`src/rtl/alu_wb_stage.sv`:
```
// alu_wb_stage: captures ALU results and flags, owns the status register (SR),
// and drains results to the register-file write port through a 2-entry FIFO.
module alu_wb_stage #(
    parameter int          SIZE   = 16,
    parameter logic [3:0]  SR_IDX = 4'd2
) (
    input  logic            clk,
    input  logic            rst,
    input  logic [SIZE-1:0] ALU_OUT,
    input  logic [3:0]      CVNZ_alu,
    input  logic            BW,
    input  logic [3:0]      FLAG_EN,
    input  logic [3:0]      DST_IDX,
    input  logic            WB_EN,
    input  logic            in_valid,
    output logic            in_ready,
    input  logic            flush,
    output logic            wb_valid,
    input  logic            wb_ready,
    output logic [3:0]      wb_idx,
    output logic [SIZE-1:0] wb_data,
    output logic [SIZE-1:0] SR_OUT,
    output logic            Cin
);

    // Flag positions inside SR; CVNZ_alu is ordered [3]=C, [2]=V, [1]=N, [0]=Z.
    localparam int SR_C = 0;
    localparam int SR_Z = 1;
    localparam int SR_N = 2;
    localparam int SR_V = 8;

    typedef struct packed {
        logic [3:0]      idx;
        logic [SIZE-1:0] data;
    } entry_t;

    entry_t [1:0]    mem_q, mem_d;
    logic            rd_ptr_q, rd_ptr_d;
    logic            wr_ptr_q, wr_ptr_d;
    logic [1:0]      count_q, count_d;
    logic [SIZE-1:0] sr_q, sr_d;

    logic            accept;
    logic            push;
    logic            pop;
    logic [SIZE-1:0] fmt_data;

    // Handshake flags depend only on registered count, so wb_ready never reaches in_ready.
    assign in_ready = (count_q != 2'd2);
    assign wb_valid = (count_q != 2'd0);
    assign wb_idx   = mem_q[rd_ptr_q].idx;
    assign wb_data  = mem_q[rd_ptr_q].data;
    assign SR_OUT   = sr_q;
    assign Cin      = sr_q[SR_C];

    // Accept/pop decode and result formatting (byte mode clears the upper bits).
    always_comb begin
        accept   = in_valid & in_ready;
        push     = accept & WB_EN;
        pop      = wb_valid & wb_ready;
        fmt_data = BW ? {{(SIZE-8){1'b0}}, ALU_OUT[7:0]} : ALU_OUT;
    end

    // Status register update: an explicit write to SR wins over flag merging;
    // a flushed accept leaves SR untouched.
    always_comb begin
        // NOTE: every always_comb output gets a default first so no path leaves it unassigned (no latch).
        sr_d = sr_q;
        if (accept && !flush) begin
            if (WB_EN && (DST_IDX == SR_IDX)) begin
                sr_d = fmt_data;
            end else begin
                if (FLAG_EN[3]) sr_d[SR_C] = CVNZ_alu[3];
                if (FLAG_EN[2]) sr_d[SR_V] = CVNZ_alu[2];
                if (FLAG_EN[1]) sr_d[SR_N] = CVNZ_alu[1];
                if (FLAG_EN[0]) sr_d[SR_Z] = CVNZ_alu[0];
            end
        end
    end

    // FIFO next state: flush empties the buffer and outranks push and pop.
    always_comb begin
        mem_d    = mem_q;
        rd_ptr_d = rd_ptr_q;
        wr_ptr_d = wr_ptr_q;
        count_d  = count_q;
        if (flush) begin
            rd_ptr_d = 1'b0;
            wr_ptr_d = 1'b0;
            count_d  = 2'd0;
        end else begin
            if (push) begin
                mem_d[wr_ptr_q] = '{idx: DST_IDX, data: fmt_data};
                wr_ptr_d        = ~wr_ptr_q;
            end
            if (pop) begin
                rd_ptr_d = ~rd_ptr_q;
            end
            case ({push, pop})
                2'b10:   count_d = count_q + 2'd1;
                2'b01:   count_d = count_q - 2'd1;
                default: count_d = count_q;
            endcase
        end
    end

    // State registers with asynchronous reset.
    always_ff @(posedge clk or posedge rst) begin
        if (rst) begin
            // NOTE: the two entries are reset so wb_idx/wb_data read zero out of reset; that is
            // cheap at this depth, whereas a deep storage array would normally be left unreset.
            mem_q    <= '0;
            rd_ptr_q <= 1'b0;
            wr_ptr_q <= 1'b0;
            count_q  <= 2'd0;
            sr_q     <= '0;
        end else begin
            // NOTE: non-blocking assignments so every flop samples pre-edge values.
            mem_q    <= mem_d;
            rd_ptr_q <= rd_ptr_d;
            wr_ptr_q <= wr_ptr_d;
            count_q  <= count_d;
            sr_q     <= sr_d;
        end
    end

endmodule

```
`config.mk`:
```
export PLATFORM = sky130hd
export DESIGN_NAME = alu_wb_stage
export DESIGN_NICKNAME = d
export VERILOG_FILES = /design/src/rtl/alu_wb_stage.sv
export SDC_FILE = /design/constraint.sdc
export NUM_CORES = 1
export LEC_CHECK = 0
export CAP_MARGIN = 20
export CORE_AREA = 2 2 100 73
export DETAILED_ROUTE_END_ITERATION = 10
export DIE_AREA = 0 0 102 75
export HOLD_SLACK_MARGIN = 0.15
export PLACE_DENSITY = 0.69
export SYNTH_ARGS = -nofsm -noshare
export SYNTH_HDL_FRONTEND = slang
export SYNTH_SLANG_ARGS = --single-unit
```
`constraint.sdc`:
```
create_clock -name clk -period 2.13 [get_ports clk]
set_input_delay 0.213 -clock clk [delete_from_list [all_inputs] [get_ports clk]]
set_output_delay 0.213 -clock clk [all_outputs]
set_load 0.02 [all_outputs]
```
Word-level counts from Yosys, hierarchy flattened
Index checks and enable logic that the tools add are counted.
- flip-flop bits (word level): 60
- bits of input ports: 35
- output and inout port bits: 39
- add/sub/neg operators: 2
- order comparisons: 3
- eq/ne operators: 4
- muxes and demuxes: 18
- bitwise logic cells: 6
- reduce and logical (&&, ||, !) cells: 18
- operators by type and width (cell ; number):
    $mux W20 ; 3
    $bwmux W40 ; 1
    $demux W20 S1 ; 1
    $mux W16 ; 1
    $reduce_bool A2 Y1 ; 7
    $reduce_and A2 Y1 ; 6
    $mux W1 ; 9
    $eq A4 B2 Y1 const B ; 1
    $lt A1 B2 Y1 const B ; 2
    $pmux W2 S2 ; 1
    $and A1 B1 Y1 ; 3
    $logic_and A1 B1 Y1 ; 3
    $mux W3 ; 1
    $not A1 Y1 ; 3
    $reduce_bool A3 Y1 ; 1
    $add A2 B1 Y2 const B ; 1
    $eq A2 B1 Y1 const B ; 1
    $eq A2 B2 Y1 const B ; 1
    $mux W2 ; 1
    $ne A2 B2 Y1 const B ; 1
    $sub A2 B1 Y2 const B ; 1
    $ge A1 B1 Y1 const B ; 1
    $logic_not A1 Y1 ; 1

Logic depth before layout (Yosys ltp)
Gate-level depths: netlist (run 1).
- word-level depth: 6
- depth in mapped cells: 7
- gate-level depth less buffers: 5

Worst setup path before layout (run 1)
No wires, ideal clock.
- kind: flip-flop to flip-flop
- start point: register count_q[0]
- end point: register sr_q[10] (netlist: SR_OUT[10])
- arrival time: 1476 ps
- required time: 2005 ps
- setup slack: 528 ps
- cell stages (with the launch flop): 8
- clock period less this slack: 1602 ps
- path through: dfrtp_1 nor2b_4 inv_2 and2_1 buf_6 nand2_4 buf_12 mux2_4
- cells in the longest elaborated chain, start to end: 4
- RTL lines (what ; RTL line ; RTL):
    start: declaration ; 40 ; logic [1:0] count_q, count_d;
    start signal: assignment ; 122 ; count_q <= count_d;
    $ne A2 B2 Y1 ; 49 ; assign in_ready = (count_q != 2'd2);
    via in_ready ; 16 ; output logic in_ready,
    $and A1 B1 Y1 ; 58 ; accept = in_valid & in_ready;
    $logic_and A1 B1 Y1 ; 69 ; if (accept && !flush) begin
    $reduce_and A2 Y1 (no source line) ; n/a ;
    end signal: assignment ; 123 ; sr_q <= sr_d;
    end: declaration ; 41 ; logic [SIZE-1:0] sr_q, sr_d;
The timed path passes the listed nets, and every way through them passes these cells.
A chain may end at the register's enable or synchronous reset.

Final worst setup path (run 1)
- start point: register rd_ptr_q
- end point: output port wb_data[1]
- cells in the longest elaborated chain, start to end: 2
- RTL lines (what ; RTL line ; RTL):
    start: declaration ; 38 ; logic rd_ptr_q, rd_ptr_d;
    start signal: assignment ; 120 ; rd_ptr_q <= rd_ptr_d;
    $mux W20 (implied by the code) (2 in series) ; 52 ; assign wb_data = mem_q[rd_ptr_q].data;
    end: declaration ; 21 ; output logic [SIZE-1:0] wb_data,
No other way between the ends. The select of a mux whose other input is x is not followed.

==> metrics.cfg, run 1 <==
[floorplan]
core-area_sq_mm=0.006631
die_x_microns=102
die-area_sq_mm=0.007650
rows=25
initial_core_util_pct=41.98
die_h_microns=75
num_io_pins=74

[clocking]
insertion_delay_ns=0.33
hold_buffers=0
cts-resized-gates=0
cts_buffer_depth=2
numCtsBuffers=9
clk_pin_slew_ns=0.07
h-tree-depth=3
clkSinkCount=60
cts_tree=built
post_cts_buffers=0
cts-root-buf=clkbuf_8

[synth]
async_flop_share_pct=100.0
synth_area_sq_mm=0.002784
synth_ff_type=dfrtp_1
synth_fp_nets=233
yosysSeqAreaShare_pct=53.93
syn_inst=198
ys_ff_latch=60
yosysWarnings=0
synth.distinct_cells=32
synth_edf_count=0
syn_avg_cell_area_sq_um=14.06

[placement]
hpwl_mm=4.270
io_buffers=73
place.gp.congestion=0.7289
pre_cts_ws_ns=0.1585

[timing]
slew_headroom_pct=74.20
setup_tns_ns=0
period_needed_ns=2.041
hold_violations=0
tightest_slew_ns=0.3857
fmax_ghz=0.4900
skew_ns=0.007844
final.period_utilization_pct=95.82
whs_ns=0.2608
setup_viol=0
rsz0062_at_grt=false
maxSlewViolCount=0
worst_slack_ns=0.08898

[finish]
syn_to_final_growth_pct=38.97
n_antenna_cell=0
nets=318
final_common_cell=clkdlybuf4s50_1
drive_gt1_share_pct=26.39
final_cell_mix=70 x clkdlybuf4s50_1, 60 x dfrtp_1, 33 x mux2_2

[detailed_routing]
vias=1861
wl_per_cell_microns=15.53
dr.pass1.iters=4
drc=0
via_per_inst=4.872
wl_mm=5.933
ant_nets=0
drtIter0Drc=33

[status]
outcome=completed

[global_route]
grt_max_degree=61
first_global_vias=1931
grt_pass1_wl_mm=9.591
antenna_found_initial=0
grt-ovfl-total=0
grt_use_total_pct=16.87

[setup_path]
start_kind=register
cp_max_fo=13
critical_path_required_ns=1.92
rrSetupSlack_ns=0.49
arrival_ns=1.83
slowest_stage=clkdlybuf4s50_1
end_kind=output pin
critical_path_class=reg2out
slowest_delay_ns=0.54
critical_path.cell_chain=buf_4 > mux2_2 > clkdlybuf4s50_1

[power]
p_leak_uw=0.001742
ir_worst_vdd_mv=0.4138
powerDensity_mw_per_mm2=819.2

[flow_run]
drv_cap=0

[min_path]
holdCritPathClass=in2async

-- area by class of cell --
class / instances / area, sq um
Fill cell: 569 / 2763
Sequential cell: 60 / 1501
Multi-Input combinational cell: 126 / 1217
Timing Repair Buffer: 83 / 850.8
Clock buffer: 12 / 145.1
Tap cell: 94 / 117.6
Clock inverter: 4 / 25.02
Inverter: 3 / 11.26
-- flip-flops by register name, summed over array words and instances, names as in the netlist --
| signal | cells |
|---|---|
| wr_ptr_q | 1 |
| SR_OUT | 16 |
| rd_ptr_q | 1 |
| mem_q | 40 |
| count_q | 2 |
-- report_power, final --
group	internal (uW)	leakage, uW	total, uW	switching [uW]
Combinational	488	0.000897	858	370
Sequential	1340	0.000763	1430	96.2
Clock	450	0.0000824	877	427
-- cell usage after synthesis (2+ instances only) --
cell type   n  area, sq um
dfrtp_1    60         1501
mux2_2     33        371.6
mux2_1     29        326.6
mux2_4     10        150.1
nand2_1     9        33.78
nor2b_1     9        56.30
nand4_1     8        50.05
nand3_1     5        25.02
nand3b_1    4        30.03
buf_4       3        22.52
a21oi_1     2        10.01
buf_2       2        10.01
clkbuf_1    2        7.510
inv_1       2        7.510
nor4b_2     2        30.03
o21ai_0     2        10.01
-- stage by stage --
step | total power, uW | cells | utilization, % | cell area (sq um)
2_1_floorplan | 1919 | 198 | - | 2784
3_3_place_gp | 2304 | 366 | 55.66 | 3691
3_5_place_dp | 2328 | 366 | 55.66 | 3691
4_1_cts | 3213 | 382 | 58.23 | 3861
5_1_grt | 3339 | 382 | 58.34 | 3869
6_report | 3169 | 382 | 58.34 | 3869
-- cell families (layout without fill, tap and decap cells) --
logic type / after synthesis / count (layout) / synth area share, %
AOI/OAI and AO/OA: 7 / 7 / 1.484
xor gates and xnor gates: 1 / 1 / 0.3147
buffers and inverters: 12 / 102 / 2.966
DFF: 60 / 60 / 53.93
muxes: 72 / 72 / 30.47
and+or+nand+nor: 46 / 46 / 10.83
-- worst max-delay path: cells and delay by family, from the launching register on --
family,cells,cell delay (ns)
buf+inv,2,0.78
mux,1,0.37
flops,1,0.35
-- metal layers --
metal / GRT usage (%) / routed length (microns) / vias up / share of wire, %
met5: 0 / 0 / - / 0
met4: 4.000 / 34 / 0 / 0.57
met3: 7.149 / 383 / 4 / 6.5
met2: 25.00 / 2559 / 54 / 43
met1: 23.25 / 2954 / 922 / 50
li1: - / - / 881 / -
-- worst paths after layout --
path / startpoint / depth (start not counted) / endpoint
worst max-delay path: rd_ptr_q / 3 / wb_data[1]
worst min-delay path: rst / 3 / SR_OUT[15]
worst max register to register: count_q[0] / 5 / SR_OUT[13]
worst min register to register: mem_q[37] / 1 / mem_q[37]
max in group asynchronous: rst / 3 / mem_q[37]
min in group clk: mem_q[37] / 1 / mem_q[37]
(Power assumes the default switching activity.)
==> run 2: changes to the inputs <==
CORE_AREA = 2 2 110 80   (was 2 2 100 73)
DIE_AREA = 0 0 112 82   (was 0 0 102 75)
PLACE_DENSITY = 0.59   (was 0.69)
==> metrics.cfg, run 2 (synthesis results as in run 1) <==
[finish]
post-route-util_pct=49.10  ; -9.2 points
multi_input_area_sq_mm=0.001217  ; unchanged
nets=318  ; unchanged
final_common_cell=clkdlybuf4s50_1
n_antenna_cell=0  ; unchanged
top_register=mem_q
largest_reg_flops=40  ; unchanged
fill_cells=741  ; +30%
regArea_sq_mm=0.001503  ; about the same
final_cell_mix=73 x clkdlybuf4s50_1, 59 x dfrtp_1, 33 x mux2_2
syn_to_final_growth_pct=44.58
drive_gt1_share_pct=26.74  ; +0.35 points

[timing]
skew_ns=0.003547  ; -0.004297 ns
period_needed_ns=2.064  ; +0.02289 ns
setup_viol=0  ; unchanged
hold_violations=0  ; unchanged
maxSlewViolCount=0  ; unchanged
fmax_ghz=0.4845  ; -1.1%
rsz0062_at_grt=false
final.period_utilization_pct=96.90  ; +1.1 points
slew_headroom_pct=67.05  ; -7.2 points
tightest_slew_ns=0.4935  ; +0.1078 ns
setup_tns_ns=0  ; unchanged

[global_route]
grt_max_degree=23  ; -62%
first_global_vias=1862  ; -3.6%
grt-ovfl-total=0  ; unchanged
antenna_found_initial=0  ; unchanged
grt_use_total_pct=13.94  ; -2.9 points
grt_pass1_wl_mm=9.632  ; +0.43%

[setup_path]
arrival_ns=1.85  ; +0.02 ns
crit_path_start=rd_ptr_q
r2r_start=count_q[0]
r2r_end=SR_OUT[14]
critical_path_class=reg2out
critical_path_required_ns=1.92  ; about the same
endpoint=wb_data[14]
slowest_delay_ns=0.55  ; about the same
start_kind=register
end_kind=output pin
slowest_stage=clkdlybuf4s50_1
cp_max_fo=7  ; -6
rrSetupSlack_ns=0.48  ; about the same
r2r_cells=5  ; unchanged
critical_path.cell_chain=buf_4 > mux2_2 > clkdlybuf4s50_1

[detailed_routing]
dr.pass1.iters=4  ; unchanged
wl_mm=6.071  ; +2.3%
via_per_inst=4.781  ; -1.9%
vias=1879  ; +0.97%
drtIter0Drc=44  ; +33%
wl_per_cell_microns=15.45  ; -0.54%
drc=0  ; unchanged
ant_nets=0  ; unchanged

[floorplan]
die-area_sq_mm=0.009184  ; +20%
initial_core_util_pct=33.96  ; -8.0 points
core-area_sq_mm=0.008198  ; +24%
num_io_pins=74  ; unchanged
die_x_microns=112  ; +9.8%
rows=28  ; +12%
die_h_microns=82  ; +9.3%

[power]
ir_worst_vdd_mv=0.3749  ; -9.4%
p_leak_uw=0.001767  ; +1.4%
powerDensity_mw_per_mm2=950.0  ; +16%

[placement]
io_buffers=73  ; unchanged
place.gp.congestion=0.7281  ; -0.11%
hpwl_mm=4.417  ; +3.4%

[clocking]
numCtsBuffers=9  ; unchanged
clk_pin_slew_ns=0.05  ; -0.02 ns
cts_tree=built
cts_buffer_depth=2  ; unchanged
insertion_delay_ns=0.32  ; about the same
h-tree-depth=3  ; unchanged
clkSinkCount=60  ; unchanged
cts-root-buf=clkbuf_16
post_cts_buffers=0  ; unchanged

[min_path]
holdCritPathClass=in2async

[flow_run]
drv_cap=0  ; unchanged

[status]
outcome=completed

==> run 2: cell types whose count changed in the layout (fill, tap and decap cells not counted) <==
cell and delta:
dlymetal6s2s_1 -3, clkinv_2 -1, bufinv_16 +2, clkbuf_8 -9, clkdlybuf4s50_1 +3, dfrtp_1 -1, dfrtp_2 +1, clkbuf_16 +9
clkinvlp_4 -1
==> run 2: report_power, final <==
group / internal [uW] / switching [uW]
clock: 1050 / 472
sequential: 1340 / 98.3
combinational: 492 / 368
total: 2890 / 939
==> run 2: worst min path at each step <==
stage                     startpoint    endpoint  slack, ns
after floorplan                flush  count_q[1]       0.28
after global placement     mem_q[34]   mem_q[34]       0.46
final                            rst   SR_OUT[6]       0.25
after detailed placement   mem_q[34]   mem_q[34]       0.47
after global routing             rst   mem_q[26]       0.29
after CTS                        rst   mem_q[19]       0.26
==> run 2: layout make-up <==
| type | instances | share of cell area, % |
|---|---|---|
| repair buffers | 83 | 20.95 |
| clock buffers | 12 | 6.124 |
| multi-input cells | 126 | 30.25 |
| flip-flops and latches | 60 | 37.33 |
| clock inverters | 4 | 1.803 |
| inverters | 3 | 0.2798 |
| well taps | 105 | 3.264 |
==> run 2: critical path, delay by kind of cell (launching register included) <==
| kind | cells | cell delay (ns) |
|---|---|---|
| buffers and inverters | 2 | 0.74 |
| DFF | 1 | 0.44 |
| muxes | 1 | 0.34 |
==> run 2: metrics by stage <==
stage	instance area [sq um]	setup slack, ns	instances	total power, uW	hold slack [ns]
global placement	3705	0.2041	377	2314	0.4610
detailed placement	3705	0.1873	377	2332	0.4684
CTS	4025	0.03508	393	3883	0.2566
floorplan	2784	0.4323	198	1919	0.2761
global route	4025	0.001841	393	4002	0.2921
finish	4025	0.06610	393	3824	0.2458
==> run 2: layer usage <==
layer	track usage [%]	vias to the layer above	share of wire, %
li1	-	883	-
met1	18.07	934	48
met2	21.88	56	45
met3	5.461	6	6.1
met4	4.146	0	0.76
met5	0	-	0
==> run 2: timing repair <==
action	CTS	global route
hold buffers	0	0
endpoints found under the setup margin	10	0
gates resized for setup	1	0
==> run 3: changes to the inputs <==
CAP_MARGIN = unset   (was 20)
==> results of run 3 <==
Same layout as run 2: the final DEF is identical, and so are final timing and power.
